$ cat src/rtl/boot_byte_loader.sv
// Byte-stream front end for program loading: parses MAGIC/base/count/payload/checksum
// frames and emits one load strobe per assembled little-endian 32-bit word.
module boot_byte_loader #(
  parameter logic [7:0] MAGIC = 8'hA5
) (
  input  logic        i_clk,
  input  logic        i_rst,
  input  logic        i_in_valid,
  output logic        o_in_ready,
  input  logic [7:0]  i_in_data,
  input  logic        i_ack,
  output logic        o_load_en,
  output logic [31:0] o_load_addr,
  output logic [31:0] o_load_data,
  output logic        o_busy,
  output logic        o_done,
  output logic        o_error,
  output logic [15:0] o_word_cnt
);

  typedef enum logic [2:0] {
    StIdle, StAddr, StCount, StData, StCsum, StDone, StErr
  } state_e;

  state_e      r_state;
  logic [1:0]  r_idx;
  logic [23:0] r_lo;        // low bytes of base address or current word, filled from the top
  logic [7:0]  r_n_lo;
  logic [15:0] r_n;
  logic [31:0] r_addr;
  logic [7:0]  r_csum;
  logic [15:0] r_word_cnt;
  logic        r_load_en;
  logic [31:0] r_load_addr;
  logic [31:0] r_load_data;

  logic        w_fire;
  logic [31:0] w_full;
  logic [15:0] w_next_cnt;

  assign o_in_ready = !i_rst && (r_state != StDone) && (r_state != StErr);
  assign w_fire     = i_in_valid && o_in_ready;
  assign w_full     = {i_in_data, r_lo};
  assign w_next_cnt = r_word_cnt + 16'd1;

  always_ff @(posedge i_clk) begin
    if (i_rst) begin
      r_state     <= StIdle;
      r_idx       <= 2'd0;
      r_lo        <= 24'd0;
      r_n_lo      <= 8'd0;
      r_n         <= 16'd0;
      r_addr      <= 32'd0;
      r_csum      <= 8'd0;
      r_word_cnt  <= 16'd0;
      r_load_en   <= 1'b0;
      r_load_addr <= 32'd0;
      r_load_data <= 32'd0;
    end else begin
      r_load_en <= 1'b0;
      case (r_state)
        StIdle: begin
          if (w_fire && i_in_data == MAGIC) begin
            r_state    <= StAddr;
            r_idx      <= 2'd0;
            r_word_cnt <= 16'd0;
            r_csum     <= 8'd0;
          end
        end
        StAddr: begin
          if (w_fire) begin
            r_lo  <= {i_in_data, r_lo[23:8]};
            r_idx <= r_idx + 2'd1;
            if (r_idx == 2'd3) begin
              r_addr  <= w_full;
              r_state <= (r_lo[1:0] != 2'd0) ? StErr : StCount;
            end
          end
        end
        StCount: begin
          if (w_fire) begin
            r_n_lo <= i_in_data;
            r_idx  <= r_idx + 2'd1;
            if (r_idx == 2'd1) begin
              r_n     <= {i_in_data, r_n_lo};
              r_idx   <= 2'd0;
              r_state <= ({i_in_data, r_n_lo} == 16'd0) ? StCsum : StData;
            end
          end
        end
        StData: begin
          if (w_fire) begin
            r_lo   <= {i_in_data, r_lo[23:8]};
            r_csum <= r_csum + i_in_data;
            r_idx  <= r_idx + 2'd1;
            if (r_idx == 2'd3) begin
              r_load_en   <= 1'b1;
              r_load_data <= w_full;
              r_load_addr <= r_addr;
              r_addr      <= r_addr + 32'd4;
              r_word_cnt  <= w_next_cnt;
              if (w_next_cnt == r_n) r_state <= StCsum;
            end
          end
        end
        StCsum: begin
          if (w_fire) r_state <= (i_in_data == r_csum) ? StDone : StErr;
        end
        StDone, StErr: begin
          if (i_ack) r_state <= StIdle;
        end
        default: r_state <= StIdle;
      endcase
    end
  end

  assign o_load_en   = r_load_en;
  assign o_load_addr = r_load_addr;
  assign o_load_data = r_load_data;
  assign o_word_cnt  = r_word_cnt;
  assign o_busy      = (r_state == StAddr) || (r_state == StCount) ||
                       (r_state == StData) || (r_state == StCsum);
  assign o_done      = (r_state == StDone);
  assign o_error     = (r_state == StErr);

endmodule

$ cat config.mk
export PLATFORM = sky130hd
export DESIGN_NAME = boot_byte_loader
export DESIGN_NICKNAME = d
export VERILOG_FILES = /design/src/rtl/boot_byte_loader.sv
export SDC_FILE = /design/constraint.sdc
export NUM_CORES = 1
export LEC_CHECK = 0
export CORE_ASPECT_RATIO = 0.6
export CORE_MARGIN = 1
export CORE_UTILIZATION = 38
export CTS_CLUSTER_SIZE = 20
export DETAILED_ROUTE_END_ITERATION = 8
export PLACE_DENSITY = 0.64
export SETUP_SLACK_MARGIN = 0.4
export SYNTH_ARGS = -nofsm -noshare
export SYNTH_HDL_FRONTEND = slang
export SYNTH_SLANG_ARGS = --single-unit
$ cat constraint.sdc
create_clock -name i_clk -period 2.79 [get_ports i_clk]
set_input_delay 0.4185 -clock i_clk [delete_from_list [all_inputs] [get_ports i_clk]]
set_output_delay 0.4185 -clock i_clk [all_outputs]
set_load 0.005 [all_outputs]
Yosys cells after proc, flatten, opt, wreduce, memory -nomap -nowiden
Cells that the tools add are included.

Register bits after elaboration: 174. Latch bits: 0. RAM bits: 0. Memory bits (read-only): 0. Input bits: 12. Word-level logic and storage cells: 99. Memories: 0.

$add $sub $neg: 4. Multiply operators: 0. Div/mod/pow operators: 0. Order comparisons: 0. Equal/unequal tests: 24. Shift-type cells: 0. Multiplexer cells: 32. Bitwise operators: 2. Reduce and logical (&&, ||, !) cells: 26.

Operators by type and width (count): $mux 32 (4); $pmux 32 s2 (1); $mux 16 (3); $mux 3 (12); $add 32x3->32 const B (1); $pmux 16 s2 (1); $ne 2x2->1 const B (10); $pmux 3 s6 (1); $add 16x1->16 const B (1); $eq 16x16->1 (1); $logic_not 16->1 (1); $mux 8 (2); $pmux 8 s2 (1); $mux 2 (5); $reduce_and 10->1 (1); $eq 3x3->1 const B (3); $reduce_and 3->1 (3); $add 8x8->8 (1); $eq 8x8->1 (1); $eq 8x8->1 const B (1); $reduce_and 4->1 (2); $eq 3x2->1 const B (2); $ne 3x3->1 const B (2); $pmux 2 s3 (1); other kinds (17) (27).

Logic depth before layout (Yosys ltp)
Depth in word-level cells: 7. Gate-level depth with buffers: 11. Depth with buffers taken out: 9.

Worst setup path before layout
OpenSTA, ideal clock, no wires.

Kind: reg-to-reg. Start point: reg r_word_cnt[0], in the netlist o_word_cnt[0]. End point: reg r_state[0]. Library setup time: 135 ps. Arrival time: 2095 ps. Required time: 2655 ps. Path slack: 560 ps. Cell stages (with the launch flop): 9. Buffers on the path: 0. Path through: dfxtp_1 ha_1 nand3_1 nor4_2 xnor2_1 nand3_1 a211o_1 o31ai_1 a211oi_1.

Word-level cells in the longest chain between the ends: 4.

Ends and longest elaborated chain: from (decl) (RTL line 32) `logic [15:0] r_word_cnt;`; from (signal assigned) (RTL line 101) `r_word_cnt <= w_next_cnt;`; $add 16x1->16 (RTL line 44) `assign w_next_cnt = r_word_cnt + 16'd1;`; $eq 16x16->1 (RTL line 102) `if (w_next_cnt == r_n) r_state <= StCsum;`; $ne 2x2->1 (no line); $reduce_and 10->1 (no line); to (signal assigned) (RTL line 48) `r_state <= StIdle;`; to (signal assigned) (RTL line 102); to (signal assigned) (RTL line 107) `if (w_fire) r_state <= (i_in_data == r_csum) ? StDone : StErr;`; to (decl) (RTL line 25) `state_e r_state;`.

Every way passes these cells. A chain may end at the register's enable or synchronous reset.

Worst setup path in the final report
Start point: reg r_word_cnt[3], in the netlist o_word_cnt[3]. End point: reg r_state[0].

The elaborated chain is that of the path after synthesis.

==> parameters.txt <==
Parameter                              Value

Route
  Drt pass-1 iters ... 5
  DR vias/cell ... 5.442
  Average wire per cell in the routed design ... 17.24 µm
  Highest layer used for signal routing ... met4
  Count of routing violations after the opening detailed-route iteration ... 766
  Final antenna-violating net count ... 0
  Met2 WL post-DR ... 8.974 mm
  Wire length the detailed router placed on met1 ... 13.08 mm
  Detailed route wirelength on metal3 ... 2.065 mm
  DR DRC count ... 0
  Vias after detailed routing ... 7678
  Aggregate routed wire length ... 24.33 mm

Timing
  Headroom to the max-slew limit ... 0.3338
  Setup repair after global routing missed its margin ... true
  Final Max Tran Viols ... 0
  Final critical-path share of the clock period ... 0.8418
  Worst Tran Pin Value ... 0.9993 ns
  Achievable Freq ... 425.8 MHz
  Final number of hold-violating endpoints ... 0
  Total negative slack for setup checks ... 0 ns
  Tmin final ... 2.349 ns
  Layout Skew ... 0.01165 ns
  Final-report setup violation count ... 0

Place
  Placed Cells incl. Taps ... 1377
  Routability-driven placement congestion ratio ... 0.8844
  Final HPWL from detailed placement ... 16.56 mm
  Number of I/O port buffers ... 96

Clock tree
  Bufs on Longest Clock Path ... 2
  TritonCTS clock tree ... yes
  Number of H-tree branching levels ... 4
  Insertion delay to the later sink of the worst-skew pair ... 0.44 ns
  Number of sinks driven by the clock tree ... 174
  Root buffer cell ... clkbuf_16
  Number of buffers added by the clock tree synthesis step ... 17
  Hold buffer count at CTS ... 0
  Register clock-pin slew on the reported worst setup and hold paths ... 0.07 ns

Min path
  Hold crit path type ... input pin to register
  Worst Hold Path Cells ... 3

Synth
  Post-synth top area share ... 0.4293
  Number of unique standard cell types used by synthesis ... 70
  Cell type with the highest aggregate area in the netlist ... dfxtp_1
  Synthesized instance count ... 1048
  Post-synth net total ... 1073
  Dominant synthesized flop cell ... dfxtp_1
  Mean instance size in the synthesized netlist ... 7.742 µm²
  Portion of the post-synthesis area used by sequential elements ... 0.4293
  Synthesis warning total ... 0
  Number of storage elements in the synthesis netlist ... 174
  Synth area leaders ... dfxtp_1 43%, nand2_1 11%, a21oi_1 9.5%
  Total standard cell area after synthesis ... 8114 µm²
  Post-synth EDFFs ... 0
  Proportion of synthesized flip-flops having asynchronous set or reset ... 0

Global route
  Wire length of the first global-routing pass ... 38.74 mm
  Vias in the first global route ... 6928
  GRT overflow ... 0
  Antenna violations before repair ... 0
  Pin count of the biggest net entering global routing ... 89
  Combined global-route utilization of all metal layers ... 0.2270

Worst setup path
  Highest net fanout along the worst path ... 9
  Number of cells traversed by the worst register-to-register path ... 7
  Worst path arrival time ... 2.64 ns
  Data required time of the critical path ... 3.08 ns
  Critical path startpoint category ... register
  Endpoint kind of the worst setup timing path ... register
  Path type of the worst setup path ... register to register

Floorplanning
  Starting density of the core ... 0.3964
  Ports ... 97
  Row Count ... 40
  Die Height ... 115.2 µm
  Die area ... 21960 µm²
  Core region area ... 20470 µm²
  Die span in x ... 190.6 µm

Pwr
  Leakage Power ... 0.003583 µW
  Areal power density over the cells ... 507.6 nW/µm²
  Worst supply voltage drop on vdd ... 0.0004150 V

Final layout
  Total number of nets in the final design ... 1150
  Post-route non-filler standard cell count ... 1411
  Most common library cell in the layout ignoring fill and taps ... nand2_1
  Layout cells sized above 1 ... 0.09315
  Synth-to-Final Area Change ... 24.58%
  # diodes ... 0
  Highest-count cells in the layout ignoring fill and taps ... 241 x nand2_1, 168 x dfxtp_1, 154 x a21oi_1

Run
  Max-Cap Viols ... 0

Outcome
  Run status ... completed
[state kept, by name, indices dropped and copies added (netlist names), 2 cells and up]
name	cells
r_idx	2
r_addr	32
r_csum	8
o_load_data	32
o_word_cnt	16
r_lo	24
r_n	16
r_n_lo	8
r_state	3
o_load_addr	32
[cell type report]
cell class	instances	area, µm²
Tap cell	273	341.6
Clock inverter	15	192.7
Clock buffer	17	425.4
Fill cell	1947	10360
Inverter	10	41.29
Timing Repair Buffer	132	1256
Sequential cell	174	3493
Multi-Input combinational cell	790	4358
[timing repair]
item                                    4_1_cts  5_1_grt
pin swaps                                     2        1
endpoints found under the setup margin        7       11
buffers inserted                              2        0
resized for setup                             8       12
[logic make-up after synthesis]
family          count (synthesis)  share of synthesized area
mux                            21                    0.02606
simple gates                  459                     0.2592
compound gates                268                     0.1907
flops                         174                     0.4293
buf+inv                        84                    0.04240
xor+xnor                       29                    0.03130
fa+ha+maj                      13                    0.02097
[stage by stage]
step | worst slack, ns | cell area, µm² | util | total power (µW) | hold slack, ns
CTS | 0.3655 | 10070 | 0.4919 | 5170 | 0.4598
global route | 0.3500 | 10110 | 0.4938 | 5285 | 0.3928
floorplan | 0.5601 | 8114 | - | 2605 | 0.4312
detailed placement | 0.1030 | 9390 | 0.4587 | 2670 | 0.4490
finish | 0.4413 | 10110 | 0.4938 | 5131 | 0.3799
global placement | 0.1512 | 9390 | 0.4587 | 2671 | 0.4423
[power breakdown]
group,internal (µW),switching [µW]
Clock,1370,1150
Sequential,2480,0.0565
Combinational,43.1,88.7
[cell usage after synthesis (5+ instances only)]
cell type / number
nor2_1: 89
mux2i_1: 20
xor2_1: 9
nor3_1: 13
o31ai_1: 6
inv_1: 9
nand4_1: 14
and2_1: 9
nand2_1: 241
o22ai_1: 7
a22oi_1: 12
nor4_1: 6
or3_1: 9
nand3b_1: 5
and3_1: 12
nand3_1: 32
a211oi_1: 17
buf_2: 13
ha_1: 12
o21ai_0: 42
a21oi_1: 154
dfxtp_1: 174
clkbuf_1: 57
xnor2_1: 20
[metal layers]
layer  up-vias  global-route usage
met4         0             0.05760
met3        18             0.04548
li1       3796                   -
met5         -                   0
met1      3571              0.3714
met2       293              0.2882
[critical path, stage by stage (launching register included)]
cell      delay (ns)
dfxtp_1         0.51
and4_1          0.34
nand4_1         0.21
xnor2_2         0.31
nand3_1         0.11
a211o_1         0.30
o31ai_2         0.30
a211oi_1        0.11
[final timing paths]
path                   startpoint               to  slack, ns
setup / recovery    o_word_cnt[3]       r_state[0]       0.44
hold / removal       i_in_data[1]  o_load_data[25]       0.38
setup reg to reg    o_word_cnt[3]       r_state[0]       0.44
hold reg to reg   o_load_addr[15]  o_load_addr[15]       0.46
Power figures use the tool's default switching activity.
